## src/rtl/apb_req_arbiter.sv

```systemverilog
// apb_req_arbiter: round-robin arbiter that shares one APB master port between two
// command requesters and sequences the SETUP/ACCESS phases toward two slaves.
// PADDR[address_size] selects the slave: 1 -> PSEL1, 0 -> PSEL2.
// Optional feature macro: APB_TIMEOUT_EN (aborts an ACCESS phase after TIMEOUT cycles
// without PREADY and reports it through reqN_err).
module apb_req_arbiter #(
    parameter int data_size    = 7,
    parameter int address_size = 8,
    parameter int TIMEOUT      = 16
) (
    input  logic                  PCLK,
    input  logic                  PRESET_n,
    input  logic                  req0_valid,
    input  logic                  req0_write,
    input  logic [address_size:0] req0_addr,
    input  logic [data_size:0]    req0_wdata,
    output logic                  req0_ready,
    output logic                  req0_done,
    output logic [data_size:0]    req0_rdata,
    output logic                  req0_err,
    input  logic                  req1_valid,
    input  logic                  req1_write,
    input  logic [address_size:0] req1_addr,
    input  logic [data_size:0]    req1_wdata,
    output logic                  req1_ready,
    output logic                  req1_done,
    output logic [data_size:0]    req1_rdata,
    output logic                  req1_err,
    output logic [address_size:0] PADDR,
    output logic [data_size:0]    PWDATA,
    output logic                  PWRITE,
    output logic                  PSEL1,
    output logic                  PSEL2,
    output logic                  PENABLE,
    input  logic                  PREADY,
    input  logic [data_size:0]    PRDATA
);

    localparam logic [1:0] IDLE   = 2'd0;
    localparam logic [1:0] SETUP  = 2'd1;
    localparam logic [1:0] ACCESS = 2'd2;

    logic [1:0]            state_q, state_d;
    logic                  lastGrant_q, lastGrant_d;
    logic                  owner_q, owner_d;
    logic [address_size:0] paddr_q, paddr_d;
    logic [data_size:0]    pwdata_q, pwdata_d;
    logic                  pwrite_q, pwrite_d;
    logic                  psel1_q, psel1_d;
    logic                  psel2_q, psel2_d;
    logic                  penable_q, penable_d;
    logic                  done0_q, done0_d;
    logic                  done1_q, done1_d;
    logic [data_size:0]    rdata0_q, rdata0_d;
    logic [data_size:0]    rdata1_q, rdata1_d;

    logic timeoutHit;
    logic accessDone;
    logic slot;
    logic grant0;
    logic grant1;

    // An arbitration slot opens whenever the bus is idle or the current transfer ends.
    // lastGrant_q = 1 means req1 was served last, so req0 wins a tie.
    assign accessDone = (state_q == ACCESS) && (PREADY || timeoutHit);
    assign slot       = (state_q == IDLE) || accessDone;
    assign grant0     = slot && req0_valid && (!req1_valid || lastGrant_q);
    assign grant1     = slot && req1_valid && (!req0_valid || !lastGrant_q);

    assign req0_ready = grant0;
    assign req1_ready = grant1;

    assign PADDR      = paddr_q;
    assign PWDATA     = pwdata_q;
    assign PWRITE     = pwrite_q;
    assign PSEL1      = psel1_q;
    assign PSEL2      = psel2_q;
    assign PENABLE    = penable_q;
    assign req0_done  = done0_q;
    assign req1_done  = done1_q;
    assign req0_rdata = rdata0_q;
    assign req1_rdata = rdata1_q;

`ifdef APB_TIMEOUT_EN
    localparam int CntW = $clog2(TIMEOUT + 1);

    logic [CntW-1:0] cnt_q;
    logic            err0_q;
    logic            err1_q;

    assign timeoutHit = (state_q == ACCESS) && !PREADY && (cnt_q == CntW'(TIMEOUT - 1));
    assign req0_err   = err0_q;
    assign req1_err   = err1_q;

    // Count ACCESS cycles of the current transfer; any other state restarts the count.
    always_ff @(posedge PCLK or negedge PRESET_n) begin
        if (!PRESET_n) begin
            cnt_q <= '0;
        end else if (state_q == ACCESS) begin
            cnt_q <= cnt_q + 1'b1;
        end else begin
            cnt_q <= '0;
        end
    end

    // Record whether the completing transfer was a timeout abort, for its owner only.
    always_ff @(posedge PCLK or negedge PRESET_n) begin
        if (!PRESET_n) begin
            err0_q <= 1'b0;
            err1_q <= 1'b0;
        end else if (accessDone) begin
            if (owner_q) begin
                err1_q <= timeoutHit;
            end else begin
                err0_q <= timeoutHit;
            end
        end
    end
`else
    assign timeoutHit = 1'b0;
    assign req0_err   = 1'b0;
    assign req1_err   = 1'b0;
`endif

    // Next-state logic: phase sequencing, completion reporting and command latching on grant.
    always_comb begin
        state_d     = state_q;
        lastGrant_d = lastGrant_q;
        owner_d     = owner_q;
        paddr_d     = paddr_q;
        pwdata_d    = pwdata_q;
        pwrite_d    = pwrite_q;
        psel1_d     = psel1_q;
        psel2_d     = psel2_q;
        penable_d   = penable_q;
        done0_d     = 1'b0;
        done1_d     = 1'b0;
        rdata0_d    = rdata0_q;
        rdata1_d    = rdata1_q;

        case (state_q)
            IDLE: begin
                psel1_d   = 1'b0;
                psel2_d   = 1'b0;
                penable_d = 1'b0;
            end
            SETUP: begin
                state_d   = ACCESS;
                penable_d = 1'b1;
            end
            ACCESS: begin
                if (accessDone) begin
                    state_d   = IDLE;
                    psel1_d   = 1'b0;
                    psel2_d   = 1'b0;
                    penable_d = 1'b0;
                    if (owner_q) begin
                        done1_d = 1'b1;
                        if (timeoutHit) begin
                            rdata1_d = '0;
                        end else if (!pwrite_q) begin
                            rdata1_d = PRDATA;
                        end
                    end else begin
                        done0_d = 1'b1;
                        if (timeoutHit) begin
                            rdata0_d = '0;
                        end else if (!pwrite_q) begin
                            rdata0_d = PRDATA;
                        end
                    end
                end
            end
            default: begin
                state_d   = IDLE;
                psel1_d   = 1'b0;
                psel2_d   = 1'b0;
                penable_d = 1'b0;
            end
        endcase

        if (grant0 || grant1) begin
            state_d     = SETUP;
            owner_d     = grant1;
            lastGrant_d = grant1;
            penable_d   = 1'b0;
            if (grant1) begin
                paddr_d  = req1_addr;
                pwdata_d = req1_wdata;
                pwrite_d = req1_write;
                psel1_d  = req1_addr[address_size];
                psel2_d  = !req1_addr[address_size];
            end else begin
                paddr_d  = req0_addr;
                pwdata_d = req0_wdata;
                pwrite_d = req0_write;
                psel1_d  = req0_addr[address_size];
                psel2_d  = !req0_addr[address_size];
            end
        end
    end

    // State register; reset aborts any transfer and gives req0 the first grant.
    always_ff @(posedge PCLK or negedge PRESET_n) begin
        if (!PRESET_n) begin
            state_q     <= IDLE;
            lastGrant_q <= 1'b1;
            owner_q     <= 1'b0;
            paddr_q     <= '0;
            pwdata_q    <= '0;
            pwrite_q    <= 1'b0;
            psel1_q     <= 1'b0;
            psel2_q     <= 1'b0;
            penable_q   <= 1'b0;
            done0_q     <= 1'b0;
            done1_q     <= 1'b0;
            rdata0_q    <= '0;
            rdata1_q    <= '0;
        end else begin
            state_q     <= state_d;
            lastGrant_q <= lastGrant_d;
            owner_q     <= owner_d;
            paddr_q     <= paddr_d;
            pwdata_q    <= pwdata_d;
            pwrite_q    <= pwrite_d;
            psel1_q     <= psel1_d;
            psel2_q     <= psel2_d;
            penable_q   <= penable_d;
            done0_q     <= done0_d;
            done1_q     <= done1_d;
            rdata0_q    <= rdata0_d;
            rdata1_q    <= rdata1_d;
        end
    end

endmodule

```

## config.mk

```make
export PLATFORM = sky130hd
export DESIGN_NAME = apb_req_arbiter
export DESIGN_NICKNAME = d
export VERILOG_FILES = /design/src/rtl/apb_req_arbiter.sv
export SDC_FILE = /design/constraint.sdc
export NUM_CORES = 1
export LEC_CHECK = 0
export ABC_AREA = 0
export CAP_MARGIN = 25
export CORE_MARGIN = 2
export CORE_UTILIZATION = 37
export DETAILED_ROUTE_END_ITERATION = 7
export PLACE_DENSITY = 0.89
export SKIP_CTS_REPAIR_TIMING = 1
export SYNTH_ARGS = -nofsm -noshare
export SYNTH_HDL_FRONTEND = slang
export SYNTH_SLANG_ARGS = --single-unit
```

## constraint.sdc

```tcl
create_clock -name PCLK -period 1.6 [get_ports PCLK]
set_clock_uncertainty 0.15 [all_clocks]
set_input_delay 0.32 -clock PCLK [delete_from_list [all_inputs] [get_ports PCLK]]
set_output_delay 0.32 -clock PCLK [all_outputs]
set_load 0.01 [all_outputs]
```

==> impl_metrics.toml, run 1 <==
[job]
cap_violations = 0

[cts]
clock_path_buffers = 2
cts-root-buf = "clkbuf_8"
clkTransAtPathRegs_ns = 0.09
numCtsBuffers = 5
h-tree-depth = 2
cts_tree = "yes"
cts.sinks = 43
clk_latency_ns = 0.30

[place]
gp_congestion = 0.750
hpwlAfterDp_um = 3360
portBuffers = 89
dp_slack_ns = -0.662

[logic_synthesis]
synth_top_family_by_area = "multiplexers"
yosysTopAreaCell = "dfrtp_1"
synth-compound-area-share_pct = 2.85
synthSimpleGateAreaFrac_pct = 5.32
synth-xor-area-share_pct = 0
ys_top_cells_by_area = "dfrtp_1 54%, mux2_2 29%, buf_6 2.3%, nor3_4 1.7%, mux2_4 1.6%"
ys_ff_latch = 43
synth_cell_types = 24
syn_inst = 126
yosys_warnings = 0
ys_seq_area_share_pct = 55.8
synth_top_area_share_pct = 54.5
syn_avg_cell_area_um2 = 15.3
muxShareOfSynthArea_pct = 31.8
yosys.area_share.adder_pct = 0
syn-cell-area_mm2 = 0.00193

[drt]
vias = 1466
drt_wl_total_um = 5030
drc_errors = 0
antenna_left = 0
drt-vias-per-instance = 4.70
drt_iter0_drc = 60
first_pass_iters = 4
wire_per_inst_um = 16.1

[critical_path]
worst_ep_arrival_time_ns = 1.27
start_kind = "flop"
reg2reg_to = "PADDR[8]"
r2r-start = "state_q[1]"
cp-end-kind = "output pin"
r2r_slack_ns = -0.12
r2r_cells = 5
worstPathMaxFanout = 3
path_class = "flop to output pin"
required_ns = 1.13

[floorplanning]
die_width_um = 76.2
core_area_mm2 = 0.00507
rows = 26
pin_count = 92
die_h_um = 76.2
start_util_pct = 38.0
die_area_mm2 = 0.00581

[power_and_ir_drop]
netSwitchingFraction_pct = 31.0
pwr-share-comb_pct = 51.8
p_int_mw = 3.76
leakage_nw = 1.92
p_sw_mw = 1.69
power.share.sequential_pct = 35.3
power.share.clock_pct = 12.9
ir_drop_uv = 951
powerDensity_mw_per_mm2 = 1590

[global_route]
grt_max_degree = 22
antenna_found_initial = 0
grt_pass1_wl_um = 7180
grt_overflow = 0
grt_pass1_vias = 1532
grt_usage_pct = 15.5

[timing]
final_max_slew_viol_count = 0
setup_ws_ns = -0.135
fmax_mhz = 576
hold_viol = 0
rsz0062_at_grt = "true"
final.min_clock_period_ns = 1.74
setup_viol = 21
fin_setup_tns_ns = -2.29
holdWs_ns = 0.338
period_share_pct = 108

[layout]
n_antenna_cell = 0
layout-drive-gt1-share_pct = 40.5
synthToLayoutAreaGrowth_pct = 77.1
multi_input_area_um2 = 906
fin_nets = 290
seq_area_mm2 = 0.00108
nFillCells = 383
fin_util_pct = 67.3

[outcome]
outcome = "finished with violations"
violations = "negative setup slack"

[hold_path]
hold_path_class = "primary input to asynchronous set/reset pin"
## cells in the mapped netlist
master     count
buf_4          2
mux2_2        50
a21o_1         1
nor3_4         2
clkbuf_8       1
and4b_1        1
a32o_1         1
nand3_1        1
nor2_1         4
dfrtp_1       42
nand2b_1       2
mux2i_1        2
inv_1          1
dfstp_2        1
conb_1         1
a21boi_2       1
and3_1         1
mux2_4         2
nand3b_1       1
nor2b_1        1
a22o_1         2
and2b_1        1
o2bb2ai_1      1
buf_6          4
## layer usage
| layer | routed length [um] | vias to the layer above | global-route usage, % |
|---|---|---|---|
| li1 | - | 682 | - |
| met3 | 214 | 5 | 4.74 |
| met5 | 0 | - | 0 |
| met4 | 42 | 0 | 4.73 |
| met2 | 2830 | 36 | 28.7 |
| met1 | 1940 | 743 | 17.0 |
## power by group through the flow
stage | logic, mW | clock network (mW) | registers [mW]
finish | 2.82 | 0.703 | 1.92
CTS | 2.54 | 0.723 | 1.91
floorplan | 0.869 | 0 | 2.14
global route | 2.99 | 0.770 | 2.00
global placement | 2.48 | 0 | 1.90
detailed placement | 2.53 | 0 | 1.93
## worst max path at each step
| stage | from | to | slack [ns] | depth (start not counted) |
|---|---|---|---|---|
| floorplan | lastGrant_q | PADDR[8] | 0.04 | 4 |
| global placement | req1_valid | PWDATA[1] | -0.58 | 5 |
| detailed placement | req1_valid | req1_ready | -0.66 | 4 |
| CTS | req1_valid | req1_ready | -0.68 | 4 |
| global route | lastGrant_q | req1_ready | -0.18 | 3 |
| finish | lastGrant_q | req1_ready | -0.14 | 3 |
## metrics by stage
stage	cell area, um2	std cells	total power [mW]
final	3420	312	5.44
after detailed placement	3010	297	4.46
after global routing	3420	312	5.76
after global placement	3010	297	4.39
after CTS	3100	305	5.17
after floorplan	1930	127	3.01
## cells in the final DEF (no fill, tap or decap), drive strengths merged
cell,count
mux2,52
clkdlybuf4s50,44
dlymetal6s2s,42
dfrtp,42
buf,25
clkbuf,7
nor2,4
nor3,2
mux2i,2
a22o,2
conb,2
clkinvlp,2
inv,2
nand2b,2
a21boi,1
and3,1
nor2b,1
nand3,1
and4b,1
nand3b,1
a32o,1
a21o,1
and2b,1
o2bb2ai,1
dlygate4sd3,1
dfstp,1
## area by class of cell
class                   instances  area share [%]
clock buffers                   5            2.01
clock inverters                 3           0.696
inverters                       1           0.110
repair buffers                114            36.5
flip-flops and latches         43            31.6
multi-input cells              76            26.5
well taps                      70            2.56
## cell families after synthesis
kind of cell | after synthesis
and+or+nand+nor | 14
DFF | 43
muxes | 54
buffers and inverters | 8
AOI/OAI and AO/OA | 6
other | 1
## registers in the layout (all words and copies together), names as in the netlist
signal       cells
PSEL2            1
req0_rdata       8
PWRITE           1
owner_q          1
req0_done        1
PSEL1            1
PWDATA           8
lastGrant_q      1
req1_rdata       8
PENABLE          1
req1_done        1
state_q          2
PADDR            9
## worst max-delay path, cell delays in order (launching register included)
cell and delay [ns]:
dfstp_2 0.57, a21boi_4 0.08, and3_4 0.20, clkbuf_2 0.12
No activity file was read; power rests on OpenSTA's default activity.
==> run 2, diff against run 1 <==
--- a/config.mk
+++ b/config.mk
@@ -10,7 +10,7 @@
 export CORE_MARGIN = 2
 export CORE_UTILIZATION = 37
 export DETAILED_ROUTE_END_ITERATION = 7
-export PLACE_DENSITY = 0.89
+export PLACE_DENSITY = 0.87
 export SKIP_CTS_REPAIR_TIMING = 1
 export SYNTH_ARGS = -nofsm -noshare
 export SYNTH_HDL_FRONTEND = slang
==> impl_metrics.toml, run 2 (synthesized netlist as in run 1, its figures left out) <==
[timing]
final.min_clock_period_ns = 1.71
period_share_pct = 107
setup_viol = 36
hold_viol = 0
rsz0062_at_grt = "true"
setup_ws_ns = -0.108
final_max_slew_viol_count = 0
fmax_mhz = 586
holdWs_ns = 0.357

[cts]
clkTransAtPathRegs_ns = 0.08
h-tree-depth = 2
cts.sinks = 43
cts-root-buf = "clkbuf_8"
numCtsBuffers = 5
clk_latency_ns = 0.29
clock_path_buffers = 2
cts_tree = "yes"

[floorplanning]
rows = 26
core_area_mm2 = 0.00507
pin_count = 92
start_util_pct = 38.0
die_h_um = 76.2
die_area_mm2 = 0.00581
die_width_um = 76.2

[critical_path]
start_kind = "flop"
required_ns = 1.13
path_cells = "a21boi_4, and3_4, buf_6"
cp_slowest_stage_delay_ns = 0.58
crit_buf_inv = 1
cp-end-kind = "output pin"
worstPathMaxFanout = 3
path_class = "flop to output pin"
critPathTopFamily = "flip-flops"
worst_ep_arrival_time_ns = 1.24
crit_slowest_cell = "dfstp_2"

[layout]
layout-drive-gt1-share_pct = 38.0
final_cell_mix = "44 x clkdlybuf4s50_1, 42 x dlymetal6s2s_1, 41 x dfrtp_1, 28 x mux2_4, 24 x mux2_2"
final_common_cell = "clkdlybuf4s50_1"
finalNonFillerCells = 312
largest_register_ff_count = 9
nFillCells = 376
multi_input_area_um2 = 896
fin_nets = 290
seq_area_mm2 = 0.00108
fin_util_pct = 67.9
n_antenna_cell = 0
synthToLayoutAreaGrowth_pct = 78.7

[global_route]
grt_pass1_wl_um = 7400
grt_max_degree = 44
antenna_found_initial = 0
grt_usage_pct = 16.0
grt_pass1_vias = 1534
grt_overflow = 0

[power_and_ir_drop]
pwr-share-comb_pct = 53.1
leakage_nw = 1.94
powerDensity_mw_per_mm2 = 1600
p_int_mw = 3.83
netSwitchingFraction_pct = 30.6
p_sw_mw = 1.68
ir_drop_uv = 800
power.share.sequential_pct = 35.0
power.share.clock_pct = 11.9

[place]
hpwlAfterDp_um = 3420
gp_congestion = 0.769
portBuffers = 89
dp.cells = 294

[drt]
drt_iter0_drc = 38
drt_wl_total_um = 5210
vias = 1465
antenna_left = 0
first_pass_iters = 4
drt-vias-per-instance = 4.70
wire_per_inst_um = 16.7
drc_errors = 0

[outcome]
violations = "negative setup slack"
outcome = "finished with violations"

[job]
cap_violations = 0

[hold_path]
hold_path_class = "flop to flop"
## run 2: cell types whose count changed in the layout (fill, tap and decap cells not counted), moves of 2 or more
cell and delta:
clkinvlp_4 -2, buf_12 +2, clkbuf_1 +2, buf_4 -6, buf_6 +6, buf_8 -2
## run 2: final timing paths
check	from	endpoint	slack, ns	cells after the start
max	lastGrant_q	req1_ready	-0.11	3
min	PSEL1	PSEL1	0.36	1
max reg2reg	state_q[1]	PADDR[0]	-0.08	5
min reg2reg	PSEL1	PSEL1	0.36	1
max in group asynchronous	PRESET_n	lastGrant_q	0.64	3
min in group asynchronous	PRESET_n	PWDATA[5]	0.38	3
## run 2: cell type report
class	count	area share, %
timing repair buffer	114	37.7
sequential	43	31.3
multi-input combinational	76	26.0
tap	70	2.54
clock buffer	7	2.21
clock inverter	1	0.145
inverter	1	0.109
## run 2: metal layers
metal | vias to the layer above | track usage, % | part of all wire, %
li1 | 675 | - | -
met1 | 739 | 18.3 | 42
met5 | - | 0 | 0
met2 | 42 | 29.4 | 53
met4 | 0 | 5.45 | 2.4
met3 | 9 | 3.67 | 2.8
## run 2: stage by stage
stage | setup slack [ns] | instance area (um2) | TNS, ns | power, mW
4_1_cts | -0.624 | 3080 | -10.70 | 5.12
3_5_place_dp | -0.615 | 3000 | -19.31 | 4.45
6_report | -0.108 | 3450 | -2.16 | 5.51
3_3_place_gp | -0.591 | 3000 | -18.63 | 4.36
2_1_floorplan | 0.0374 | 1930 | 0 | 3.01
5_1_grt | -0.157 | 3450 | -4.35 | 5.81
## run 2: worst reg2reg max path: stages, from the launching register on
cell	delay, ns
dfrtp_1	0.42
and2b_1	0.20
nor3_4	0.20
buf_6	0.15
clkbuf_16	0.15
mux2_4	0.30
## run 2: power by group through the flow
stage | Clock [mW] | Sequential (mW) | Combinational [mW]
detailed placement | 0 | 1.93 | 2.52
CTS | 0.680 | 1.91 | 2.53
finish | 0.657 | 1.93 | 2.92
floorplan | 0 | 2.14 | 0.869
global placement | 0 | 1.90 | 2.47
global route | 0.728 | 1.99 | 3.09
==> run 3, diff against run 2 <==
--- a/config.mk
+++ b/config.mk
@@ -11,6 +11,7 @@
 export CORE_UTILIZATION = 37
 export DETAILED_ROUTE_END_ITERATION = 7
 export PLACE_DENSITY = 0.87
+export RECOVER_POWER = 50
 export SKIP_CTS_REPAIR_TIMING = 1
 export SYNTH_ARGS = -nofsm -noshare
 export SYNTH_HDL_FRONTEND = slang
==> impl_metrics.toml, run 3 (synthesized netlist as in run 1, its figures left out) <==
[place]
hpwlAfterDp_um = 3420
dp_slack_ns = -0.615
portBuffers = 89
gp_congestion = 0.769
dp.cells = 294

[global_route]
antenna_found_initial = 0
grt_pass1_vias = 1534
grt_max_degree = 44
grt_pass1_wl_um = 7400
grt_usage_pct = 16.0
grt_overflow = 0

[floorplanning]
die_h_um = 76.2
rows = 26
die_width_um = 76.2
die_area_mm2 = 0.00581
core_area_mm2 = 0.00507
pin_count = 92
start_util_pct = 38.0

[timing]
tightestPinTransition_ns = 0.588
hold_viol = 0
rsz0062_at_grt = "true"
slew_headroom_pct = 60.8
fin_setup_tns_ns = -2.16
setup_viol = 36
setup_ws_ns = -0.108
final_max_slew_viol_count = 0
holdWs_ns = 0.357
final.min_clock_period_ns = 1.71
period_share_pct = 107
fmax_mhz = 586

[drt]
antenna_left = 0
drt-vias-per-instance = 4.69
drt_iter0_drc = 37
vias = 1462
wire_per_inst_um = 16.7
first_pass_iters = 4
drc_errors = 0
drt_wl_total_um = 5200

[critical_path]
cp_slowest_stage_delay_ns = 0.58
worst_ep_arrival_time_ns = 1.24
path_cells = "a21boi_4, and3_4, buf_6"
path_class = "flop to output pin"
start_kind = "flop"
crit_buf_inv = 1
crit_slowest_cell = "dfstp_2"
worstPathMaxFanout = 3
r2r_slack_ns = -0.08
critPathTopFamily = "flip-flops"
cp-end-kind = "output pin"
required_ns = 1.13

[power_and_ir_drop]
powerDensity_mw_per_mm2 = 1600
ir_drop_uv = 799
leakage_nw = 1.93
power_mw = 5.50

[layout]
final_cell_mix = "44 x clkdlybuf4s50_1, 42 x dlymetal6s2s_1, 41 x dfrtp_1, 28 x mux2_4, 24 x mux2_2"
layout-drive-gt1-share_pct = 38.0
final_common_cell = "clkdlybuf4s50_1"
n_antenna_cell = 0
fin_nets = 290
synthToLayoutAreaGrowth_pct = 78.1
nFillCells = 378
largest_register_ff_count = 9
finalNonFillerCells = 312

[hold_path]
hold_path_class = "flop to flop"

[cts]
cts_tree = "yes"
cts-root-buf = "clkbuf_8"
clk_latency_ns = 0.29
numCtsBuffers = 5
h-tree-depth = 2
clock_path_buffers = 2
cts.sinks = 43
clkTransAtPathRegs_ns = 0.08

[outcome]
violations = "negative setup slack"
outcome = "finished with violations"

[job]
cap_violations = 0
==> run 3: changes by cell type in the layout (fill, tap and decap cells not counted), sizes merged <==
| cell | previous run | this run |
|---|---|---|
| clkbuf | 9 | 10 |
| buf | 25 | 24 |
==> run 3: per-layer routing <==
| layer | GRT usage, % | up-vias | wire length [um] |
|---|---|---|---|
| li1 | - | 675 | - |
| met1 | 18.3 | 736 | 2190 |
| met2 | 29.4 | 42 | 2740 |
| met3 | 3.67 | 9 | 147 |
| met4 | 5.45 | 0 | 125 |
| met5 | 0 | - | 0 |
==> run 3: final cells by class <==
type                    count  area, um2  share of cell area, %
inverters                   1       3.75                  0.109
well taps                  70       87.6                   2.55
clock buffers               7       76.3                   2.22
multi-input cells          76        896                   26.1
flip-flops and latches     43       1080                   31.4
clock inverters             1       5.00                  0.146
repair buffers            114       1290                   37.5
==> run 3: worst paths after layout <==
kind / startpoint / end / cells after the start
worst max-delay path: lastGrant_q / req1_ready / 3
worst min-delay path: PSEL1 / PSEL1 / 1
worst max register to register: state_q[1] / PADDR[0] / 5
worst min register to register: PSEL1 / PSEL1 / 1
max in group asynchronous: PRESET_n / PWRITE / 3
min in group asynchronous: PRESET_n / PWDATA[5] / 3
==> run 3: metrics by stage <==
| step | utilization, % | instance area, um2 |
|---|---|---|
| floorplan | - | 1930 |
| finish | 67.7 | 3440 |
| global route | 67.7 | 3440 |
| CTS | 60.6 | 3080 |
| global placement | 59.0 | 3000 |
| detailed placement | 59.0 | 3000 |
==> run 3: worst register-to-register path, stage by stage, from the launching register on <==
cell       delay, ns
dfrtp_1         0.42
and2b_1         0.20
nor3_4          0.20
buf_6           0.15
clkbuf_16       0.15
mux2_4          0.30
==> run 3: report_power, final <==
part	switching [mW]	leakage, nW	internal, mW
Sequential	0.312	0.519	1.62
Clock	0.350	0.0422	0.307
Combinational	1.02	1.37	1.90
Total	1.68	1.93	3.82
